==> config.mk <==
export PLATFORM = sky130hd
export DESIGN_NAME = load_extend_unit_flat
export DESIGN_NICKNAME = d
export VERILOG_FILES = /design/src/rtl/load_extend_unit_if.sv /design/src/rtl/load_extend_unit.sv /design/src/flat_wrapper.sv
export SDC_FILE = /design/constraint.sdc
export NUM_CORES = 1
export LEC_CHECK = 0
export ABC_AREA = 1
export CORE_ASPECT_RATIO = 1.2
export CORE_MARGIN = 2
export CORE_UTILIZATION = 30
export DETAILED_ROUTE_END_ITERATION = 10
export GPL_ROUTABILITY_DRIVEN = 1
export GPL_TIMING_DRIVEN = 0
export PLACE_DENSITY = 0.6
export SETUP_SLACK_MARGIN = 0.02
export SLEW_MARGIN = 0
export SYNTH_ARGS = -nofsm -noshare
export SYNTH_HDL_FRONTEND = slang
export SYNTH_SLANG_ARGS = --single-unit
==> constraint.sdc <==
create_clock -name clk -period 3.9 [get_ports clk]
set_input_delay 0.78 -clock clk [delete_from_list [all_inputs] [get_ports clk]]
set_output_delay 0.78 -clock clk [all_outputs]
set_load 0.01 [all_outputs]
==> src/rtl/load_extend_unit_if.sv <==
// Load request, completion and data-memory signals of the load sequencer.
// The slave side is the sequencer; the master side is the pipeline/memory.
interface load_extend_unit_if;
    logic        start;
    logic [2:0]  load_type;
    logic [31:0] addr;
    logic        busy;
    logic        done;
    logic [31:0] result;
    logic [1:0]  err;
    logic        mem_req;
    logic [31:0] mem_addr;
    logic        mem_ack;
    logic [31:0] mem_rdata;

    modport master (
        output start, load_type, addr, mem_ack, mem_rdata,
        input  busy, done, result, err, mem_req, mem_addr
    );

    modport slave (
        input  start, load_type, addr, mem_ack, mem_rdata,
        output busy, done, result, err, mem_req, mem_addr
    );
endinterface

==> src/rtl/load_extend_unit.sv <==
// Multi-cycle MEM-stage load sequencer: word read over req/ack, then
// big-endian byte/halfword select with sign or zero extension.
module load_extend_unit #(
    parameter int TIMEOUT_CYC = 15,
    parameter int CNT_W       = 8
) (
    input logic               clk,
    input logic               rst_n,
    load_extend_unit_if.slave bus
);
    localparam logic [2:0] LT_LW  = 3'd0;
    localparam logic [2:0] LT_LH  = 3'd1;
    localparam logic [2:0] LT_LHU = 3'd2;
    localparam logic [2:0] LT_LB  = 3'd3;
    localparam logic [2:0] LT_LBU = 3'd4;
    localparam logic [CNT_W-1:0] TMO = CNT_W'(TIMEOUT_CYC);

    typedef enum logic [2:0] {
        IDLE, CHECK, REQ, EXT, DONE
    } state_t;

    state_t state, state_d;
    logic [CNT_W-1:0] cnt, cnt_d, cnt_inc;
    logic [31:0] addr_q, addr_d;
    logic [31:0] word_q, word_d;
    logic [31:0] result_q, result_d;
    logic [31:0] mem_addr_q, mem_addr_d;
    logic [2:0]  type_q, type_d;
    logic [1:0]  err_q, err_d;
    logic        busy_q, busy_d;
    logic        done_q, done_d;
    logic        mem_req_q, mem_req_d;
    logic        illegal, misal;
    logic [15:0] half;
    logic [7:0]  bsel;
    logic [31:0] ext;

    assign illegal = type_q > LT_LBU;
    assign misal   = ((type_q == LT_LW) && (addr_q[1:0] != 2'b00))
                   || (((type_q == LT_LH) || (type_q == LT_LHU))
                       && addr_q[0]);
    assign cnt_inc = cnt + 1'b1;

    // Big-endian lanes: the lowest address holds the most significant byte.
    always_comb begin
        half = addr_q[1] ? word_q[15:0] : word_q[31:16];
        bsel = word_q[31:24];
        unique case (addr_q[1:0])
            2'b00: bsel = word_q[31:24];
            2'b01: bsel = word_q[23:16];
            2'b10: bsel = word_q[15:8];
            2'b11: bsel = word_q[7:0];
            default: bsel = word_q[31:24];
        endcase
        ext = word_q;
        unique case (1'b1)
            type_q == LT_LH:  ext = {{16{half[15]}}, half};
            type_q == LT_LHU: ext = {16'h0000, half};
            type_q == LT_LB:  ext = {{24{bsel[7]}}, bsel};
            type_q == LT_LBU: ext = {24'h000000, bsel};
            default:          ext = word_q;
        endcase
    end

    always_comb begin
        state_d    = state;
        cnt_d      = cnt;
        addr_d     = addr_q;
        type_d     = type_q;
        word_d     = word_q;
        result_d   = result_q;
        err_d      = err_q;
        mem_req_d  = mem_req_q;
        mem_addr_d = mem_addr_q;
        unique case (state)
            IDLE: begin
                if (bus.start) begin
                    addr_d  = bus.addr;
                    type_d  = bus.load_type;
                    err_d   = 2'b00;
                    state_d = CHECK;
                end
            end
            CHECK: begin
                if (illegal || misal) begin
                    err_d    = illegal ? 2'b11 : 2'b01;
                    result_d = '0;
                    state_d  = DONE;
                end else begin
                    mem_req_d  = 1'b1;
                    mem_addr_d = {addr_q[31:2], 2'b00};
                    cnt_d      = '0;
                    state_d    = REQ;
                end
            end
            REQ: begin
                // Ack is checked first so it beats a same-cycle timeout.
                if (mem_req_q && bus.mem_ack) begin
                    word_d    = bus.mem_rdata;
                    mem_req_d = 1'b0;
                    state_d   = EXT;
                end else if (cnt == TMO) begin
                    err_d    = 2'b10;
                    result_d = '0;
                    state_d  = DONE;
                end else begin
                    cnt_d = cnt_inc;
                    if (cnt_inc == TMO) begin
                        mem_req_d = 1'b0;
                    end
                end
            end
            EXT: begin
                result_d = ext;
                state_d  = DONE;
            end
            DONE: begin
                state_d = IDLE;
            end
            default: begin
                state_d = IDLE;
            end
        endcase
        busy_d = (state_d == CHECK) || (state_d == REQ)
              || (state_d == EXT);
        done_d = (state_d == DONE);
    end

    always_ff @(posedge clk or negedge rst_n) begin
        if (!rst_n) begin
            state      <= IDLE;
            cnt        <= '0;
            addr_q     <= '0;
            type_q     <= '0;
            word_q     <= '0;
            result_q   <= '0;
            err_q      <= 2'b00;
            busy_q     <= 1'b0;
            done_q     <= 1'b0;
            mem_req_q  <= 1'b0;
            mem_addr_q <= '0;
        end else begin
            state      <= state_d;
            cnt        <= cnt_d;
            addr_q     <= addr_d;
            type_q     <= type_d;
            word_q     <= word_d;
            result_q   <= result_d;
            err_q      <= err_d;
            busy_q     <= busy_d;
            done_q     <= done_d;
            mem_req_q  <= mem_req_d;
            mem_addr_q <= mem_addr_d;
        end
    end

    assign bus.busy     = busy_q;
    assign bus.done     = done_q;
    assign bus.result   = result_q;
    assign bus.err      = err_q;
    assign bus.mem_req  = mem_req_q;
    assign bus.mem_addr = mem_addr_q;
endmodule

==> src/flat_wrapper.sv <==
// flat-port wrapper written by rule: the top's interface ports become plain ports
module load_extend_unit_flat 
#(
    parameter int TIMEOUT_CYC = 15,
    parameter int CNT_W       = 8
)
  (clk, rst_n, bus_start, bus_load_type, bus_addr, bus_mem_ack, bus_mem_rdata, bus_busy, bus_done, bus_result, bus_err, bus_mem_req, bus_mem_addr);
  load_extend_unit_if bus_i ();
  input logic clk;
  input logic rst_n;
  input wire logic [$bits(bus_i.start)-1:0] bus_start;
  input wire logic [$bits(bus_i.load_type)-1:0] bus_load_type;
  input wire logic [$bits(bus_i.addr)-1:0] bus_addr;
  input wire logic [$bits(bus_i.mem_ack)-1:0] bus_mem_ack;
  input wire logic [$bits(bus_i.mem_rdata)-1:0] bus_mem_rdata;
  output wire logic [$bits(bus_i.busy)-1:0] bus_busy;
  output wire logic [$bits(bus_i.done)-1:0] bus_done;
  output wire logic [$bits(bus_i.result)-1:0] bus_result;
  output wire logic [$bits(bus_i.err)-1:0] bus_err;
  output wire logic [$bits(bus_i.mem_req)-1:0] bus_mem_req;
  output wire logic [$bits(bus_i.mem_addr)-1:0] bus_mem_addr;
  assign bus_i.start = bus_start;
  assign bus_i.load_type = bus_load_type;
  assign bus_i.addr = bus_addr;
  assign bus_i.mem_ack = bus_mem_ack;
  assign bus_i.mem_rdata = bus_mem_rdata;
  assign bus_busy = bus_i.busy;
  assign bus_done = bus_i.done;
  assign bus_result = bus_i.result;
  assign bus_err = bus_i.err;
  assign bus_mem_req = bus_i.mem_req;
  assign bus_mem_addr = bus_i.mem_addr;
  load_extend_unit #(.TIMEOUT_CYC(TIMEOUT_CYC), .CNT_W(CNT_W)) u_core (.clk(clk), .rst_n(rst_n), .bus(bus_i));
endmodule
==> flow_metrics.tcl, run 1 <==
set metrics [dict create \
    insertion_delay_ns 0.43 \
    num_antenna_cells 0 \
    ctsResizeCount 0 \
    h-tree-depth 4 \
    ys_ff_latch 145 \
    cts_setup_buffers 0 \
    cts_root_buffer "clkbuf_16" \
    min_path_type "in -> async" \
    numPortBuffers 137 \
    place_area_sq_um 8367 \
    cts_tree "built" \
    cp_max_fo 10 \
    ys_types 37 \
    synth.area.top_cells "dfrtp_1 (55%), nand2_1 (15%), o21ai_0 (8.2%)" \
    path_class "in -> reg" \
    gp_congestion 0.8725 \
    first_pass_iters 4 \
    syn-instance-count 790 \
    grt_pass1_wl_um 29310 \
    worstMarginPinSlew_ns 0.6707 \
    final_cell_area_sq_um 9000 \
    layout_setup_ws_ns 1.725 \
    hold_buffers 0 \
    rsz0062_at_grt "no" \
    grt_overflow 0 \
    clock_skew_ns 0.01586 \
    min_period_ns 2.175 \
    initial_core_util 0.3050 \
    cp-start-kind "input port" \
    die_h_um 166.7 \
    cts_buffers 17 \
    yosysWarnings 0 \
    peakVddDrop_uv 333.7 \
    antenna_found_initial 0 \
    coreArea_sq_um 21700 \
    final_nets 1021 \
    die_w_um 139.6 \
    final_util 0.4147 \
    io_pins 140 \
    grt_max_degree 76 \
    clockBufferDepth 2 \
    regArea_sq_um 3628 \
    multi_input_area_sq_um 2494 \
    drt_iter0_drc 286 \
    yosysTopAreaCell "dfrtp_1" \
    cts.sinks 145 \
    slew_viol_final 0 \
    synth_xor_area_frac 0 \
    yosysSeqAreaShare 0.5481 \
    yosys.area_share.simple 0.2646 \
    drive_gt1_frac 0.09469 \
    hpwl_um 13460 \
    p_per_area_nw_per_um2 828.8 \
    slew_headroom 0.5529 \
    arrival_ns 2.51 \
    synth_ff_type "dfrtp_1" \
    clock.fmax_mhz 459.8 \
    yosysMostFrequentCell "nand2_1" \
    cp.required_ns 4.23 \
    track_usage 0.1591 \
    clk_pin_slew_ns 0.06 \
    synth_edf_count 0 \
    synth_top_area_frac 0.5481 \
    via_per_inst 4.505 \
    endpoint_kind "flip-flop" \
    muxShareOfSynthArea 0 \
    grt_pass1_vias 5535 \
    max_cap_viol_count 0 \
    avgRoutedWirePerCell_um 14.58 \
    post-route-drc-count 0 \
    outcome "finished clean" \
    synth_area_sq_um 6620 \
    async_flop_share 1.000 \
    setup_viol 0 \
    drtAntennaViolNets 0 \
    dieArea_sq_um 23280 \
    synth_fa_ha_area_frac 0.003780 \
    synth_compound_area_frac 0.1072 \
    p_leak_nw 4.186 \
    synth_common_cells "nand2_1 (256), dfrtp_1 (145), o21ai_0 (109)" \
    post-route-period-util 0.5576 \
    wl_um 18010 \
    synth_area_per_cell_sq_um 8.380 \
    rows 59 \
    final-hold-violation-count 0 \
    fillers 2185 \
    place_ws_ns 1.263 \
    area_growth_pct 35.95 \
    rrSetupSlack_ns 1.92 \
    synth_top_family_by_area "simple AND/OR/NAND/NOR gates" \
    num_vias 5564 \
]
[flip-flops by register name (all words and copies together) (netlist names)]
register             cells
u_core.state             3
u_core.type_q            3
u_core.addr_q           32
u_core.bus.result       32
u_core.bus.mem_req       1
u_core.bus.err           2
u_core.word_q           32
u_core.cnt               8
u_core.bus.done          1
u_core.bus.mem_addr     30
u_core.bus.busy          1
[power by group]
part | leakage (nW) | total [mW] | internal (mW) | switching, mW
Clock | 0.299 | 1.76 | 1.08 | 0.672
Combinational | 2.04 | 3.23 | 1.31 | 1.92
Sequential | 1.85 | 2.47 | 2.14 | 0.329
[through the flow]
stage               total power [mW]  TNS, ns  hold slack (ns)  std cells
finish                         7.459        0           0.3607       1235
global route                   8.053        0           0.4147       1235
CTS                            7.543        0           0.3919       1235
detailed placement             5.749        0           0.4721       1203
global placement               5.702  -574.00           0.4672       1202
floorplan                      4.444        0           0.4506        791
[layout make-up]
class / count / area share
Inverter: 77 / 0.03267
Multi-Input combinational cell: 528 / 0.2771
Clock buffer: 18 / 0.04769
Sequential cell: 145 / 0.4032
Timing Repair Buffer: 138 / 0.1556
Buffer: 41 / 0.02308
Clock inverter: 14 / 0.02266
Tap cell: 274 / 0.03809
[kinds of logic (layout without fill, tap and decap cells)]
group                      Yosys count  in the layout
buffers and inverters              118            288
and+or+nand+nor                    388            388
adders and majority gates            2              2
DFF                                145            145
AOI/OAI and AO/OA                  136            136
other                                1              2
[metal layers]
metal | up-vias | wire length [um] | track usage
met2 | 114 | 8797 | 0.2617
met4 | 0 | 375 | 0.05826
met5 | - | 0 | 0
met3 | 26 | 807 | 0.03997
li1 | 2829 | - | -
met1 | 2595 | 8026 | 0.2032
[critical path, cell delays in order]
cell and delay (ns):
clkdlybuf4s50_1 0.49, nand3_1 0.14, clkinv_1 0.18, buf_2 0.25
clkbuf_1 0.37, nand2_1 0.18, o21ai_0 0.11
[final timing paths]
path / startpoint / cells past startpoint / end
worst min register to register: u_core.bus.mem_addr[5]$_DFFE_PN0P_ / 2 / u_core.bus.mem_addr[5]$_DFFE_PN0P_
min in group clk: u_core.bus.mem_addr[5]$_DFFE_PN0P_ / 2 / u_core.bus.mem_addr[5]$_DFFE_PN0P_
worst max register to register: u_core.cnt[0]$_DFFE_PN0P_ / 7 / u_core.bus.result[17]$_DFFE_PN0P_
worst max-delay path: bus_start / 7 / u_core.type_q[1]$_DFFE_PN0P_
max in group asynchronous: rst_n / 2 / u_core.type_q[1]$_DFFE_PN0P_
worst min-delay path: rst_n / 1 / u_core.bus.result[13]$_DFFE_PN0P_
[cell usage in the layout, fill, tap and decap left out, types with 3 or more instances in the layout]
| cell | Yosys | layout |
|---|---|---|
| nand2_2 | 3 | 3 |
| or2_1 | 3 | 3 |
| clkinvlp_4 | 0 | 3 |
| clkbuf_1 | 17 | 18 |
| buf_4 | 3 | 3 |
| bufinv_16 | 0 | 4 |
| a21oi_1 | 7 | 7 |
| clkdlybuf4s50_1 | 0 | 136 |
| clkbuf_16 | 0 | 17 |
| nand4_1 | 3 | 3 |
| nand2_4 | 3 | 3 |
| nand2_1 | 256 | 256 |
| buf_2 | 19 | 19 |
| inv_2 | 6 | 6 |
| o21ai_1 | 15 | 15 |
| nand3_1 | 68 | 68 |
| nor2_1 | 21 | 21 |
| inv_6 | 0 | 5 |
| nand3_2 | 10 | 10 |
| or2_0 | 12 | 12 |
| inv_1 | 68 | 68 |
| o21ai_0 | 109 | 109 |
| dfrtp_1 | 145 | 145 |
Power figures use the tool's default switching activity.
==> inputs of run 2 (changes only) <==
clock period = 2.2 ns   (was 3.9 ns; I/O delays follow)
==> run 2 against run 1 <==
  * Critical endpoint is now u_core.word_q[16]$_DFFE_PN0P_
  * Die area is the same
  * Hold slack got worse by 0.34 ns
  * Wire length hardly changed
==> flow_metrics.tcl, run 2 (synthesized netlist as in run 1, its figures left out) <==
set metrics [dict create \
    first_pass_iters 4 \
    min_path_type "in -> async" \
    slew_headroom 0.5529 \
    critPathMostFrequentCell "nand2_1" \
    num_vias 5562 \
    numPortBuffers 137 \
    final_cell_area_sq_um 9001 \
    wl_um 18010 \
    insertion_delay_ns 0.43 \
    io_pins 140 \
    path_cells "nor3_4 -> inv_2 -> nor2_4 -> clkbuf_1 -> nand2_1 -> nand2_1" \
    rsz0062_at_grt "no" \
    final-hold-violation-count 0 \
    post-route-drc-count 0 \
    final_common_cell "nand2_1" \
    cp_max_fo 10 \
    total_power_mw 13.22 \
    clk_pin_slew_ns 0.06 \
    cp.required_ns 2.56 \
    outcome "finished clean" \
    slowest_delay_ns 0.44 \
    topRoutingLayerUsed "met4" \
    coreArea_sq_um 21700 \
    via_per_inst 4.504 \
    cts_buffers 17 \
    p_leak_nw 4.188 \
    cts_tree "built" \
    cp-start-kind "flip-flop" \
    tns_ns 0 \
    met2_length_um 8796 \
    p_per_area_nw_per_um2 1469 \
    die_w_um 139.6 \
    drt_iter0_drc 285 \
    track_usage 0.1591 \
    grt_pass1_wl_um 29310 \
    worstMarginPinSlew_ns 0.6707 \
    clock_skew_ns 0.01586 \
    peakVddDrop_uv 591.4 \
    hpwl_um 13460 \
    final_nets 1021 \
    worst-path-buf-inv 2 \
    post-route-period-util 0.8583 \
    clock.fmax_mhz 529.6 \
    place_area_sq_um 8367 \
    cpMaxStageDelayCell "clkbuf_1" \
    final_cell_mix "nand2_1 (256), dfrtp_1 (145), clkdlybuf4s50_1 (136)" \
    avgRoutedWirePerCell_um 14.58 \
    max_cap_viol_count 0 \
    slew_viol_final 0 \
    endpoint_kind "flip-flop" \
    h-tree-depth 4 \
    dieArea_sq_um 23280 \
    antenna_found_initial 0 \
    die_h_um 166.7 \
    clockBufferDepth 2 \
    fillers 2184 \
    initial_core_util 0.3050 \
    drtAntennaViolNets 0 \
    wl_met1_um 8030 \
    area_growth_pct 35.97 \
    grt_pass1_vias 5535 \
    num_antenna_cells 0 \
    cts_root_buffer "clkbuf_16" \
    grt_max_degree 76 \
    arrival_ns 2.24 \
    grt_overflow 0 \
    cts.sinks 145 \
    setup_viol 0 \
    cp_top_family "simple AND/OR/NAND/NOR gates" \
    min_period_ns 1.888 \
    path_class "reg -> reg" \
    hold_buffers 0 \
    rows 59 \
    holdWs_ns 0.02075 \
    gp_congestion 0.8725 \
    drive_gt1_frac 0.09573 \
    met3_length_um 807 \
]
## run 2: path summary, 6_finish.rpt
path / start / end / slack, ns / cells past startpoint
worst max-delay path: u_core.state[0]$_DFF_PN0_ / u_core.word_q[16]$_DFFE_PN0P_ / 0.31 / 6
worst min-delay path: rst_n / u_core.bus.result[13]$_DFFE_PN0P_ / 0.02 / 1
worst max register to register: u_core.state[0]$_DFF_PN0_ / u_core.word_q[16]$_DFFE_PN0P_ / 0.31 / 6
worst min register to register: u_core.bus.mem_addr[5]$_DFFE_PN0P_ / u_core.bus.mem_addr[5]$_DFFE_PN0P_ / 0.48 / 2
max in group asynchronous: rst_n / u_core.type_q[1]$_DFFE_PN0P_ / 1.37 / 2
min in group clk: u_core.bus.mem_addr[5]$_DFFE_PN0P_ / u_core.bus.mem_addr[5]$_DFFE_PN0P_ / 0.48 / 2
## run 2: what timing repair did
item,in CTS,in global routing
resized for setup,0,2
setup buffers,0,0
setup endpoints to repair,0,10
## run 2: stage by stage
| stage | setup WS, ns | utilization | cells |
|---|---|---|---|
| 3_5_place_dp | -0.09743 | 0.3855 | 1203 |
| 5_1_grt | 0.05737 | 0.4147 | 1235 |
| 2_1_floorplan | 0.6412 | - | 791 |
| 4_1_cts | 0.1445 | 0.4147 | 1235 |
| 6_report | 0.3117 | 0.4147 | 1235 |
| 3_3_place_gp | -5.329 | 0.3842 | 1202 |
## run 2: power by group
| part | leakage (nW) | switching (mW) | internal [mW] |
|---|---|---|---|
| sequential | 1.85 | 0.583 | 3.80 |
| combinational | 2.04 | 3.41 | 2.33 |
| clock | 0.299 | 1.19 | 1.92 |
## run 2: area by class of cell
type	instances	area (sq um)	area share
clock inverters	14	203.9	0.02266
multi-input cells	528	2494	0.2770
well taps	274	342.8	0.03809
plain buffers	41	209.0	0.02321
clock buffers	18	429.2	0.04768
flip-flops and latches	145	3628	0.4031
repair buffers	138	1400	0.1555
inverters	77	294.0	0.03267
## run 2: per-layer routing
layer | vias up | global-route usage
met5 | - | 0
met4 | 0 | 0.05826
met3 | 26 | 0.03997
met2 | 114 | 0.2617
met1 | 2593 | 0.2032
li1 | 2829 | -
==> patch 1 (settings of run 2) <==
Encoding of `state_t`: now one-hot (5 bits for 5 states).
--- a/src/rtl/load_extend_unit.sv
+++ b/src/rtl/load_extend_unit.sv
@@ -15,8 +15,8 @@
     localparam logic [2:0] LT_LBU = 3'd4;
     localparam logic [CNT_W-1:0] TMO = CNT_W'(TIMEOUT_CYC);
 
-    typedef enum logic [2:0] {
-        IDLE, CHECK, REQ, EXT, DONE
+    typedef enum logic [4:0] {
+        IDLE = 5'b00001, CHECK = 5'b00010, REQ = 5'b00100, EXT = 5'b01000, DONE = 5'b10000
     } state_t;
 
     state_t state, state_d;
Formal check against the unedited RTL: same outputs for any inputs over 4 cycles, from zero or initial values and one cycle with rst_n low; so few cycles prove little.
==> patch 1 against run 2 <==
  * Combinational power down 13%
  * First-iteration DRC count down 12%
  * Power down 6.4%
  * Routed wire length down 3.3%
  * Cell area down 0.44%
  * Clock power down 5%
  * Area after synthesis down 1.5%
  * Sequential cell count up 2
  * Setup slack worse by 0.092 ns
  * Highest routed layer unchanged
==> patch 1: results (changes against run 2) <==
route:
  met2_wirelength_um: 8450  # was 8800 um
  iter_0_drt_violations: 252  # was 285
  detail_route.wirelength.met1_um: 7690  # was 8030 um
  vias_per_cell: 4.47  # was 4.50
  met3_length_um: 976  # was 807 um
layout:
  layout.nets: 1009  # was 1021
  final.fill_count: 2183  # was 2184
setup_path:
  critical_path.slowest_cell: "sky130_fd_sc_hd__dfrtp_1"  # was sky130_fd_sc_hd__clkbuf_1
  critical_r2r_launch: "u_core.type_q[0]"  # was u_core.state[0]
  cp.arrival_ns: 2.29  # was 2.24 ns
  r2r.worst_path.cells: 9  # was 6
  critical_path_buf_inv_count: 3  # was 2
  r2r_setup_slk_ns: 0.22  # was 0.31 ns
status:
  outcome: "finished clean"  # unchanged
place:
  cell_area_after_placement_sq_um: 8300  # was 8370 sq um
  estimated_wirelength_of_the_detail_placed_design_um: 12900  # was 13500 um
  place.detailed.instances: 1189  # was 1203
  placer_congestion: 0.874  # was 0.873
synth:
  top_cells_by_count_synth: "sky130_fd_sc_hd__nand2_1, sky130_fd_sc_hd__dfrtp_1, sky130_fd_sc_hd__o21ai_0, sky130_fd_sc_hd__inv_1, sky130_fd_sc_hd__nand3_1"  # unchanged
  yosysSeqAreaShare_pct: 56.4  # was 54.8%
  yosys.cell_types.count: 33  # was 37
  postSynthAreaPerCell_sq_um: 8.41  # was 8.38 sq um
  synth.mux.area_fraction_pct: 0.153  # was 0%
timing:
  final.setup_skew_ns: 0.0158  # was 0.0159 ns
  hold_ws_ns: 0.0276  # was 0.0207 ns
global_routing:
  first_global_vias: 5584  # was 5535
  pin_count_of_the_biggest_net_entering_global_routing: 96  # was 76
  gr-usage-all-layers_pct: 15.6  # was 15.9%
pwr:
  power_sequential_mw: 4.39  # was 4.38 mW
  power.switching_fraction_pct: 38.8  # was 39.2%
==> patch 1: cell count changes in the layout (fill, tap and decap cells not counted), sizes merged, moves of 4 or more <==
cell,change
a21oi,-8
o211ai,+14
nor2,-11
nand3,-34
o21ai,-18
clkinv,+4
nand2,+31
clkbuf,-5
bufinv,-4
or2,+6
inv,+9
==> patch 1: final cells by class <==
| cell class | count | area (sq um) | share of cell area (%) |
|---|---|---|---|
| repair buffers | 141 | 1440 | 16.1 |
| clock inverters | 15 | 196 | 2.19 |
| multi-input cells | 512 | 2370 | 26.5 |
| inverters | 82 | 310 | 3.46 |
| flip-flops and latches | 147 | 3680 | 41.1 |
| well taps | 274 | 343 | 3.83 |
| clock buffers | 17 | 425 | 4.75 |
| plain buffers | 35 | 193 | 2.15 |
==> patch 1: layer usage <==
layer / vias to the layer above / track usage (%)
li1: 2771 / -
met1: 2549 / 19.7
met4: 0 / 5.38
met2: 125 / 26.0
met3: 17 / 4.24
met5: - / 0
==> patch 2 (settings of run 2) <==
Made on the original files. `CNT_W` is set to 8 in 2 places; all go to 10.
--- a/src/rtl/load_extend_unit.sv
+++ b/src/rtl/load_extend_unit.sv
@@ -2,7 +2,7 @@
 // big-endian byte/halfword select with sign or zero extension.
 module load_extend_unit #(
     parameter int TIMEOUT_CYC = 15,
-    parameter int CNT_W       = 8
+    parameter int CNT_W       = 10
 ) (
     input logic               clk,
     input logic               rst_n,
--- a/src/flat_wrapper.sv
+++ b/src/flat_wrapper.sv
@@ -2,7 +2,7 @@
 module load_extend_unit_flat 
 #(
     parameter int TIMEOUT_CYC = 15,
-    parameter int CNT_W       = 8
+    parameter int CNT_W       = 10
 )
   (clk, rst_n, bus_start, bus_load_type, bus_addr, bus_mem_ack, bus_mem_rdata, bus_busy, bus_done, bus_result, bus_err, bus_mem_req, bus_mem_addr);
   load_extend_unit_if bus_i ();
Behaviour: same outputs for any inputs over 4 cycles, from zero or initial values and one cycle with rst_n low; that may be too few to reach the edited logic, so the function may still have changed.
==> patch 2 against run 2 <==
  * Routed wire length rose by 3.5%
  * Critical path depth rose by 3
  * Sequential cell count rose by 2
  * Cell area rose by 1.5%
  * Clock power fell by 5%
  * Combinational power fell by 3%
  * Area after synthesis rose by 2.5%
  * Fmax fell by 2.5%
  * Power fell by 2.4%
  * Cell count fell by 1.5%
  * Setup slack got worse by 0.049 ns
  * First-iteration DRC count rose by 9.1%
  * Critical endpoint is now u_core.bus.result[7]
==> patch 2: results (changes against run 2) <==
layout:
  layout.nets: 998  # was 1021
  syn2layout_area_growth_pct: 34.7  # was 36.0%
place:
  estimated_wirelength_of_the_detail_placed_design_um: 13400  # was 13500 um
  place.detailed.instances: 1185  # was 1203
  placer_congestion: 0.878  # was 0.873
synth:
  yosys.cell_types.count: 36  # was 37
  postSynthAreaPerCell_sq_um: 8.84  # was 8.38 sq um
  top_cells_by_count_synth: "sky130_fd_sc_hd__nand2_1, sky130_fd_sc_hd__dfrtp_1, sky130_fd_sc_hd__o21ai_0, sky130_fd_sc_hd__inv_1, sky130_fd_sc_hd__o21ai_2"  # was sky130_fd_sc_hd__nand2_1, sky130_fd_sc_hd__dfrtp_1, sky130_fd_sc_hd__o21ai_0, sky130_fd_sc_hd__inv_1, sky130_fd_sc_hd__nand3_1
  yosysSeqAreaShare_pct: 54.2  # was 54.8%
pwr:
  leakage_nw: 4.14  # was 4.19 nW
  ir_drop_mv: 0.597  # was 0.591 mV
status:
  outcome: "finished clean"  # unchanged
route:
  routed_wl_um: 18600  # was 18000 um
  iter_0_drt_violations: 311  # was 285
  met2_wirelength_um: 9020  # was 8800 um
  routed-via-count: 5671  # was 5562
  wl_per_cell_um: 15.3  # was 14.6 um
  met3_length_um: 946  # was 807 um
global_routing:
  pin_count_of_the_biggest_net_entering_global_routing: 88  # was 76
  wire_length_of_the_first_global_routing_pass_um: 30200  # was 29300 um
  first_global_vias: 5750  # was 5535
setup_path:
  r2r.worst_path.cells: 9  # was 6
timing:
  final.setup_skew_ns: 0.0111  # was 0.0159 ns
  tightestPinTransition_ns: 0.853  # was 0.671 ns
  hold_ws_ns: 0.00173  # was 0.0207 ns
## patch 2: report_power, final
part           internal (mW)  switching, mW
combinational           2.24           3.31
sequential              3.77          0.638
clock                   1.70           1.24
total                   7.71           5.19
## patch 2: worst max-delay path by stage
stage | endpoint | slack (ns) | cells past startpoint
3_3_place_gp | u_core.word_q[2] | -5.55 | 1
4_1_cts | u_core.bus.result[7] | 0.23 | 9
3_5_place_dp | u_core.addr_q[1] | -0.13 | 7
2_1_floorplan | u_core.cnt[4] | 0.56 | 11
6_report | u_core.bus.result[7] | 0.26 | 9
5_1_grt | u_core.addr_q[1] | 0.05 | 7
## patch 2: critical path: stages, from the launching register on
cell                      delay (ns)
sky130_fd_sc_hd__dfrtp_1        0.42
sky130_fd_sc_hd__nor2_1         0.21
sky130_fd_sc_hd__nand2_1        0.09
sky130_fd_sc_hd__nand2_2        0.18
sky130_fd_sc_hd__nor2_4         0.11
sky130_fd_sc_hd__inv_4          0.11
sky130_fd_sc_hd__buf_2          0.22
sky130_fd_sc_hd__nor2_1         0.06
sky130_fd_sc_hd__o21ai_0        0.32
sky130_fd_sc_hd__nand2_1        0.08
## patch 2: logic make-up after synthesis
family,count (synthesis),synth area share [%]
other,1,0.0553
adders and majority gates,2,0.369
buffers and inverters,115,8.50
AOI/OAI and AO/OA,194,17.7
and+or+nand+nor,307,19.0
DFF,147,54.2
xor gates and xnor gates,1,0.129
## patch 2: layer usage
metal / vias up / global-route usage (%)
met5: - / 0
met4: 0 / 6.26
met3: 25 / 3.59
met2: 177 / 26.6
met1: 2673 / 21.0
li1: 2796 / -
## patch 2: final cells by class
type / instances / area share [%]
flip-flops and latches: 147 / 40.3
multi-input cells: 506 / 27.7
repair buffers: 138 / 15.3
clock buffers: 17 / 4.66
well taps: 279 / 3.82
plain buffers: 42 / 3.29
inverters: 73 / 3.03
clock inverters: 15 / 1.89
